==> config.mk <==
export PLATFORM = sky130hd
export DESIGN_NAME = mmu_seq
export DESIGN_NICKNAME = d
export VERILOG_FILES = /design/src/rtl/mmu_seq.sv
export SDC_FILE = /design/constraint.sdc
export NUM_CORES = 1
export LEC_CHECK = 0
export CAP_MARGIN = 20
export CORE_AREA = 2 2 226 228
export DETAILED_ROUTE_END_ITERATION = 8
export DIE_AREA = 0 0 228 230
export PLACE_DENSITY = 0.61
export SYNTH_ARGS = -nofsm -noshare
export SYNTH_HDL_FRONTEND = slang
export SYNTH_SLANG_ARGS = --single-unit
==> constraint.sdc <==
create_clock -name clk_i -period 3.8 [get_ports clk_i]
set_input_delay 0.76 -clock clk_i [delete_from_list [all_inputs] [get_ports clk_i]]
set_output_delay 0.76 -clock clk_i [all_outputs]
set_load 0.05 [all_outputs]
==> src/rtl/mmu_seq.sv <==
// Command sequencer feeding the 4x4 MMU systolic array: clear, K feeds, skew drain, idle wait.
// Optional batch-norm trigger phase enabled by defining MMU_SEQ_BN_EN.
module mmu_seq #(
    parameter int ACLEN        = 8,
    parameter int DATA_WIDTH   = 32,
    parameter int KW           = 16,
    parameter int DRAIN_CYCLES = 6
) (
    input  logic                      clk_i,
    input  logic                      rst_i,
    input  logic                      start,
    input  logic [KW-1:0]             k_len,
    input  logic                      op_valid,
    output logic                      op_ready,
    input  logic [4*DATA_WIDTH-1:0]   op_data,
    input  logic [4*DATA_WIDTH-1:0]   op_weight,
    output logic                      mmu_cmd_valid,
    output logic [ACLEN:0]            mmu_cmd,
    output logic [4*DATA_WIDTH-1:0]   mmu_data,
    output logic [4*DATA_WIDTH-1:0]   mmu_weight,
    input  logic                      mmu_busy,
    input  logic                      bn_valid,
    output logic                      seq_busy,
    output logic                      done,
    output logic [31:0]               cycle_cnt
);

    // state  | meaning
    // IDLE   | waiting for start; latches k_len
    // CLEAR  | issues RESET with zero lanes
    // FEED   | one TRIGGER / TRIGGER_LAST per accepted operand beat
    // DRAIN  | DRAIN_CYCLES FORWARD commands to flush the array skew
    // WAIT   | no commands until the array reports idle
    // BN     | issues TRIGGER_BN, then waits for bn_valid
    // FIN    | one-cycle done pulse

    localparam int LW  = 4 * DATA_WIDTH;
    localparam int DCW = (DRAIN_CYCLES < 2) ? 1 : $clog2(DRAIN_CYCLES + 1);

    localparam logic [ACLEN:0] CMD_RESET        = (ACLEN+1)'(0);
    localparam logic [ACLEN:0] CMD_TRIGGER      = (ACLEN+1)'(1);
    localparam logic [ACLEN:0] CMD_TRIGGER_LAST = (ACLEN+1)'(2);
    localparam logic [ACLEN:0] CMD_FORWARD      = (ACLEN+1)'(8);

    typedef enum logic [2:0] {
        S_IDLE,
        S_CLEAR,
        S_FEED,
        S_DRAIN,
        S_WAIT,
`ifdef MMU_SEQ_BN_EN
        S_BN,
`endif
        S_FIN
    } state_t;

    state_t           state_q, state_d;
    logic [KW-1:0]    k_rem_q, k_rem_d;
    logic [DCW-1:0]   drain_q, drain_d;
    logic             cmd_valid_q, cmd_valid_d;
    logic [ACLEN:0]   cmd_q, cmd_d;
    logic [LW-1:0]    data_q, data_d;
    logic [LW-1:0]    weight_q, weight_d;
    logic [31:0]      cnt_q, cnt_d;

`ifdef MMU_SEQ_BN_EN
    localparam logic [ACLEN:0] CMD_TRIGGER_BN = (ACLEN+1)'(17);
    logic bn_sent_q, bn_sent_d;
`else
    logic unused_bn_valid;
    assign unused_bn_valid = bn_valid;
`endif

    always_ff @(posedge clk_i or negedge rst_i) begin
        if (!rst_i) begin
            state_q     <= S_IDLE;
            k_rem_q     <= '0;
            drain_q     <= '0;
            cmd_valid_q <= 1'b0;
            cmd_q       <= '0;
            data_q      <= '0;
            weight_q    <= '0;
            cnt_q       <= '0;
`ifdef MMU_SEQ_BN_EN
            bn_sent_q   <= 1'b0;
`endif
        end else begin
            state_q     <= state_d;
            k_rem_q     <= k_rem_d;
            drain_q     <= drain_d;
            cmd_valid_q <= cmd_valid_d;
            cmd_q       <= cmd_d;
            data_q      <= data_d;
            weight_q    <= weight_d;
            cnt_q       <= cnt_d;
`ifdef MMU_SEQ_BN_EN
            bn_sent_q   <= bn_sent_d;
`endif
        end
    end

    always_comb begin
        state_d     = state_q;
        k_rem_d     = k_rem_q;
        drain_d     = drain_q;
        cmd_valid_d = 1'b0;
        cmd_d       = cmd_q;
        data_d      = data_q;
        weight_d    = weight_q;
        cnt_d       = cnt_q;
`ifdef MMU_SEQ_BN_EN
        bn_sent_d   = bn_sent_q;
`endif

        if (state_q != S_IDLE && cnt_q != 32'hFFFF_FFFF) begin
            cnt_d = cnt_q + 32'd1;
        end

        case (state_q)
            S_IDLE: begin
                if (start) begin
                    k_rem_d = k_len;
                    cnt_d   = '0;
                    state_d = S_CLEAR;
                end
            end
            S_CLEAR: begin
                cmd_valid_d = 1'b1;
                cmd_d       = CMD_RESET;
                data_d      = '0;
                weight_d    = '0;
                state_d     = (k_rem_q != '0) ? S_FEED : S_WAIT;
            end
            S_FEED: begin
                // no beat: bubble, lanes keep their last value
                if (op_valid) begin
                    cmd_valid_d = 1'b1;
                    data_d      = op_data;
                    weight_d    = op_weight;
                    k_rem_d     = k_rem_q - KW'(1);
                    if (k_rem_q == KW'(1)) begin
                        cmd_d = CMD_TRIGGER_LAST;
                        if (DRAIN_CYCLES == 0) begin
                            state_d = S_WAIT;
                        end else begin
                            state_d = S_DRAIN;
                            drain_d = DCW'(DRAIN_CYCLES);
                        end
                    end else begin
                        cmd_d = CMD_TRIGGER;
                    end
                end
            end
            S_DRAIN: begin
                cmd_valid_d = 1'b1;
                cmd_d       = CMD_FORWARD;
                data_d      = '0;
                weight_d    = '0;
                drain_d     = drain_q - DCW'(1);
                if (drain_q == DCW'(1)) begin
                    state_d = S_WAIT;
                end
            end
            S_WAIT: begin
                if (!mmu_busy) begin
`ifdef MMU_SEQ_BN_EN
                    state_d   = S_BN;
                    bn_sent_d = 1'b0;
`else
                    state_d   = S_FIN;
`endif
                end
            end
`ifdef MMU_SEQ_BN_EN
            S_BN: begin
                if (!bn_sent_q) begin
                    cmd_valid_d = 1'b1;
                    cmd_d       = CMD_TRIGGER_BN;
                    data_d      = '0;
                    weight_d    = '0;
                    bn_sent_d   = 1'b1;
                end else if (bn_valid) begin
                    state_d = S_FIN;
                end
            end
`endif
            S_FIN: begin
                state_d = S_IDLE;
            end
            default: begin
                state_d = S_IDLE;
            end
        endcase
    end

    assign op_ready      = (state_q == S_FEED);
    assign seq_busy      = (state_q != S_IDLE);
    assign done          = (state_q == S_FIN);
    assign mmu_cmd_valid = cmd_valid_q;
    assign mmu_cmd       = cmd_q;
    assign mmu_data      = data_q;
    assign mmu_weight    = weight_q;
    assign cycle_cnt     = cnt_q;

endmodule

==> results of run 1 <==
==> cells by family after synthesis <==
kind of cell             count (synthesis)
AO/OA/AOI/OAI                          361
flip-flops                             314
other                                    1
buffers and inverters                   96
XOR/XNOR                                 3
multiplexers                            12
AND/OR/NAND/NOR                        171
adder cells (fa/ha/maj)                  6
==> worst max-delay path, delay by kind of cell (launching register included) <==
family | cells | cell delay [ns]
buffers and inverters | 3 | 1.19
DFF | 1 | 0.58
and+or+nand+nor | 1 | 0.09
==> worst max path at each step <==
stage	end	slack (ns)	cells after the start
finish	seq_busy	0.64	4
global route	seq_busy	0.49	4
CTS	seq_busy	0.60	4
detailed placement	seq_busy	1.21	4
global placement	seq_busy	1.21	4
floorplan	done	1.11	3
==> layout by cell type, fill, tap and decap left out, drive strengths merged, types with 9 or more instances in the layout <==
cell,n
nand3,24
nor2,29
inv,14
clkdlybuf4s50,569
o21ai,22
clkinv,11
nand2,37
clkbuf,51
a21oi,33
o31ai,9
nand4,11
a22o,256
mux2i,10
nor3,16
buf,20
dfrtp,314
==> cells in the mapped netlist, drive strengths merged (2+ instances only) <==
cell type	n	share of area [%]
a22oi	5	0.30
or4	8	0.49
and4	7	0.50
o22a	2	0.14
xnor2	3	0.21
nor3	16	0.69
or2	3	0.15
dfrtp	314	64
o31a	3	0.21
mux2	2	0.18
nor4	6	0.30
or3	8	0.45
nand2	37	1.1
nand2b	4	0.20
o31ai	9	0.55
and3	5	0.25
a21oi	33	1.3
mux2i	10	0.81
and2	4	0.20
inv	13	0.40
clkbuf	49	1.5
o21ai	22	0.89
o22ai	2	0.10
o2bb2ai	3	0.21
nor3b	5	0.30
a22o	256	18
o21a	5	0.30
a31oi	2	0.10
buf	34	1.6
ha	6	0.61
nand3	24	0.97
nand4	11	0.56
o311ai	2	0.14
nor2	29	0.88
o211ai	6	0.37
==> power by group through the flow <==
stage / Sequential [mW] / Clock [mW] / Combinational [mW]
after detailed placement: 5.65 / 0 / 10.5
after global routing: 5.86 / 3.85 / 10.9
final: 5.66 / 3.59 / 10.4
after global placement: 5.65 / 0 / 10.4
after CTS: 5.67 / 3.71 / 10.5
after floorplan: 9.90 / 0 / 2.30
==> through the flow <==
stage | power [mW] | hold WS [ns]
finish | 19.7 | 0.214
global route | 20.6 | 0.230
global placement | 16.1 | 0.467
floorplan | 12.2 | 0.464
detailed placement | 16.2 | 0.471
CTS | 19.9 | 0.199
==> layer usage <==
metal | track usage (%) | vias up | routed length (um)
met5 | 0 | - | 0
met2 | 27.0 | 411 | 21100
met3 | 5.34 | 53 | 3380
li1 | - | 4770 | -
met4 | 4.29 | 0 | 889
met1 | 19.1 | 5192 | 17500
==> area by class of cell <==
class,count,area (um^2)
Clock inverter,16,191
Fill cell,4872,29800
Inverter,13,48.8
Sequential cell,314,7860
Tap cell,672,841
Antenna cell,1,2.50
Multi-Input combinational cell,559,4080
Clock buffer,51,1040
Timing Repair Buffer,589,5980
==> registers in the layout (all words and copies together) (netlist names) <==
| name | count |
|---|---|
| cycle_cnt | 32 |
| mmu_cmd | 3 |
| mmu_data | 128 |
| mmu_weight | 128 |
| mmu_cmd_valid | 1 |
| drain_q | 3 |
| k_rem_q | 16 |
| state_q | 3 |
==> summary.md, run 1 <==
| Metric | Value |
|---|---|
| Post-DP HPWL | 30.8 mm |
| WL final | 42.9 mm |
| Switching Power | 9.28 mW |
| Placed instance count | 2147 |
| Area delta synth->final | 62.5% |
| CP Max Fanout | 13 |
| Ys async rst share | 100% |
| # IOs | 579 |
| Switching share of power | 47.1% |
| Setup slack at placement | 1.21 ns |
| Adder-cell area share of the yosys netlist | 0.609% |
| Drt via density | 4.71 |
| Arr. time, crit path | 2.40 ns |
| CTS tree | done |
| Worst min path class | primary input to async pin |
| Initial drt markers | 534 |
| Reg-to-reg startpoint | cycle_cnt[0] |
| Die W | 228 um |
| # port buffers | 571 |
| Hold buffers post-CTS | 0 |
| #FFs+latches synth | 314 |
| DRC | 0 |
| Clock Power Share | 18.2% |
| GRT Overall Usage | 15.9% |
| Main flop type after synthesis | dfrtp_1 |
| Slowest cell on the critical path | clkdlybuf4s50_1 |
| Post-Synth Simple-Gate Area | 7.37% |
| Crit path from | state_q[0] |
| Core Box Area | 0.0499 mm^2 |
| Post-synthesis sequential area ratio | 63.7% |
| Synth cell types | 55 |
| GPL Wtd Cong | 0.844 |
| Finished Core Util | 40.2% |
| Finished Cell Area | 0.0200 mm^2 |
| Max Cap Viol | 0 |
| Mux share of post-synthesis cell area | 0.994% |
| Setup TNS | 0 ns |
| Unrepaired setup endpoints after global routing | false |
| CTS max path bufs | 3 |
| Max rail drop VDD | 0.592 mV |
| Via count | 10.4k |
| Number of global-route vias before repair | 10.9k |
| GR Overflow Total | 0 |
| DRT Pass-1 Iters | 4 |
| Die height | 230 um |
| Post-route ant nets | 0 |
| Slowest cell delay on critical path | 0.84 ns |
| Largest net degree at the start of global routing | 142 |
| Final std cells w/o fill | 2215 |
| Complex-gate fraction of the synthesized area | 23.6% |
| Share of layout cells above drive strength 1 | 5.77% |
| Main combinational cell family by area after synthesis | compound AO/OA/AOI/OAI gates |
| PwrDens | 983 mW/mm^2 |
| Synthesis Warnings | 0 |
| R2R depth | 7 |
| FF-to-FF End | cycle_cnt[3] |
| Required @ worst endpoint | 3.04 ns |
| Max Freq | 0.316 GHz |
| Number of synthesized flops with an enable pin | 0 |
| Setup ws final | 0.637 ns |
| Leakage | 8.57 nW |
| First-pass GRT wire length | 65.8 mm |
| Antenna violations before repair | 1 |
| Final-stage net count | 1798 |
| Syn Area/Cell | 12.8 um^2 |
| Die area | 0.0524 mm^2 |
| Mapped Area | 0.0123 mm^2 |
| Startpoint types | flip-flop |
| Setup-failing EPs final | 0 |
| Cts bufs inserted | 37 |
| H-tree Lvls | 2 |
| Post-Synthesis Cells | 964 |
| Skew final | 0.0103 ns |
| Post-layout min period | 3.16 ns |
| Measured slew at the worst slew-check pin | 0.776 ns |
| Final Hold Viols | 0 |
| Clock-pin slew of the registers on the worst-case setup and hold paths | 0.06 ns |
| # clock sinks | 314 |
| Status | finished clean |
| Worst path cell trace | nor3_1 -> buf_4 -> inv_1 -> clkdlybuf4s50_1 |
| Period utilization | 83.2% |
| Wire per inst | 19.4 um |
| Clk_lat worst skew | 0.54 ns |
| XOR/XNOR share of the synthesized area | 0.213% |
| Root Driver | clkbuf_16 |
| Worst setup EP type | output port |
| Worst Path Class, Setup | flip-flop to output port |
| Comb power frac | 53.0% |
| Max-slew headroom | 48.1% |
| Fin. max-slew vios | 0 |
| Internal | 10.4 mW |
| Post-cts resize count | 0 |
| FF-to-FF setup slack | 1.20 ns |
| Initial core utilization | 24.7% |
| Setup repair bufs after CTS | 0 |
| Flop pwr share | 28.8% |
| Placed Area | 0.0188 mm^2 |
| # rows | 82 |
Power figures use the tool's default switching activity.
==> run 2: changes to the inputs <==
CORE_AREA = 2 2 228 230   (was 2 2 226 228)
DIE_AREA = 0 0 230 232   (was 0 0 228 230)
PLACE_DENSITY = 0.62   (was 0.61)
clock period = 2.9 ns   (was 3.8 ns; I/O delays follow)
==> summary.md, run 2 (synthesis results as in run 1) <==
| Metric | Value |
|---|---|
| GR Overflow Total | 0 (unchanged) |
| Post-DP HPWL | 31.0 mm (+0.49%) |
| Largest net degree at the start of global routing | 72 (-49%) |
| Drt via density | 4.69 (-0.29%) |
| Finished Cell Area | 0.0203 mm^2 (+1.3%) |
| Post-route ant nets | 0 (unchanged) |
| GPL Wtd Cong | 0.837 (-0.86%) |
| Pwr Total | 26.1 mW (+33%) |
| Antenna violations before repair | 3 (+2) |
| Initial drt markers | 544 (+1.9%) |
| Fin. max-slew vios | 0 (unchanged) |
| Setup-failing EPs final | 0 (unchanged) |
| Number of global-route vias before repair | 10.9k (-0.073%) |
| Arr. time, crit path | 2.10 ns (-0.30 ns) |
| Worst min path class | primary input to async pin |
| Setup slack at placement | 0.397 ns (-0.815 ns) |
| Clock-pin slew of the registers on the worst-case setup and hold paths | 0.06 ns (about the same) |
| Die area | 0.0534 mm^2 (+1.8%) |
| Core Box Area | 0.0509 mm^2 (+2.1%) |
| PwrDens | 1290 mW/mm^2 (+31%) |
| Measured slew at the worst slew-check pin | 0.715 ns (-0.0611 ns) |
| Status | finished clean |
| Commonest non-fill, non-tap cell in the layout | clkdlybuf4s50_1 |
| # IOs | 579 (unchanged) |
| Placed instance count | 2172 (+1.2%) |
| Root Driver | clkbuf_16 |
| Placed Area | 0.0190 mm^2 (+1.2%) |
| Initial core utilization | 24.2% (-0.50 points) |
| Filler cell count | 4840 (-0.66%) |
| Die height | 232 um (+0.87%) |
| Internal | 13.9 mW (+34%) |
| First-pass GRT wire length | 65.5 mm (-0.56%) |
| Final std cells w/o fill | 2242 (+1.2%) |
| # clock sinks | 314 (unchanged) |
| Most frequent cells in the layout | clkdlybuf4s50_1 (567), dfrtp_1 (313), a22o_1 (256), clkbuf_16 (38), nand2_1 (37) |
| Skew final | 0.00991 ns (-0.000435 ns) |
| WL final | 42.8 mm (-0.14%) |
| Hold_ws | 0.0485 ns (-0.166 ns) |
| CTS tree | done |
| CP Max Fanout | 13 (unchanged) |
| Final-stage net count | 1816 (+1.0%) |
| DRT Pass-1 Iters | 5 (+1) |
| # rows | 83 (+1.2%) |
| Startpoint types | flip-flop |
| CTS max path bufs | 3 (unchanged) |
| Max rail drop VDD | 0.697 mV (+18%) |
| Final Hold Viols | 0 (unchanged) |
| Cts bufs inserted | 38 (+2.7%) |
| R2R depth | 5 (-2) |
| DRC | 0 (unchanged) |
| Area delta synth->final | 64.6% |
| # port buffers | 571 (unchanged) |
| Period utilization | 92.4% |
| Post-layout min period | 2.68 ns |
| Finished Core Util | 39.9% (-0.30 points) |
| Worst Path Class, Setup | flip-flop to output port |
| Worst setup EP type | output port |
| Die W | 230 um (+0.88%) |
| Max-slew headroom | 52.3% (+4.2 points) |
| Leakage | 8.70 nW (+1.5%) |
| Max Freq | 0.373 GHz |
| Clk_lat worst skew | 0.54 ns (about the same) |
| Required @ worst endpoint | 2.32 ns (-0.72 ns) |
| Clock Power Share | 18.3% (about the same) |
| Switching Power | 12.2 mW (+31%) |
| H-tree Lvls | 2 (unchanged) |
| Setup ws final | 0.222 ns (-0.415 ns) |
| Setup TNS | 0 ns (unchanged) |
| Wire per inst | 19.1 um (-1.3%) |
| GRT Overall Usage | 15.5% (-0.34 points) |
| Flop pwr share | 28.4% (-0.4 points) |
| Unrepaired setup endpoints after global routing | false |
| Share of layout cells above drive strength 1 | 7.18% (+1.4 points) |
| Max Cap Viol | 0 (unchanged) |
| Comb power frac | 53.4% (+0.4 points) |
| Via count | 10.5k (+0.93%) |
| Switching share of power | 46.7% (-0.44 points) |
-- run 2: cell count changes in the layout (fill, tap and decap cells not counted), sizes merged --
cell           previous run  this run
clkdlybuf4s50           569       567
diode                     1         3
clkinv                   11         9
buf                      20        38
clkinvlp                  1         3
dlygate4sd2               0         1
-- run 2: final cells by class --
| type | count | area, um^2 | area share, % |
|---|---|---|---|
| tap | 680 | 851 | 4.19 |
| inverter | 13 | 52.6 | 0.259 |
| clock buffer | 51 | 1080 | 5.32 |
| multi-input combinational | 559 | 4080 | 20.1 |
| antenna | 3 | 7.51 | 0.0370 |
| timing repair buffer | 606 | 6190 | 30.5 |
| sequential | 314 | 7860 | 38.7 |
| clock inverter | 16 | 179 | 0.881 |
-- run 2: power groups by stage --
| stage | clock network (mW) | registers, mW | logic [mW] |
|---|---|---|---|
| 2_1_floorplan | 0 | 13.0 | 3.01 |
| 3_3_place_gp | 0 | 7.38 | 13.9 |
| 3_5_place_dp | 0 | 7.38 | 14.0 |
| 4_1_cts | 4.95 | 7.40 | 14.1 |
| 5_1_grt | 5.12 | 7.66 | 14.6 |
| 6_report | 4.77 | 7.41 | 13.9 |
-- run 2: path summary, 6_finish.rpt --
| check | start | end | slack (ns) |
|---|---|---|---|
| hold / removal | rst_i | mmu_data[43] | 0.05 |
| setup reg to reg | state_q[0] | cycle_cnt[31] | 0.42 |
| hold reg to reg | mmu_cmd[1] | mmu_cmd[1] | 0.49 |
| setup / recovery | state_q[1] | op_ready | 0.22 |
| max in group asynchronous | rst_i | mmu_weight[4] | 2.14 |
| min in group clk_i | mmu_cmd[1] | mmu_cmd[1] | 0.49 |
-- run 2: layer usage --
metal	global-route usage [%]	vias up	share of wire (%)
met1	19.5	5209	41
met5	0	-	0
li1	-	4816	-
met4	5.18	0	2.7
met3	5.51	59	8.8
met2	24.8	439	47
-- run 2: worst max-delay path, stage by stage, from the launching register on --
cell,delay [ns]
dfrtp_1,0.50
and2b_1,0.29
nand2_1,0.22
clkinvlp_4,0.31
buf_12,0.24
-- run 2: repair_timing --
item,CTS,global route
hold endpoints to repair,0,0
resized for setup,1,2
endpoints found under the setup margin,1,1
buffers inserted,0,0
hold buffers,0,0
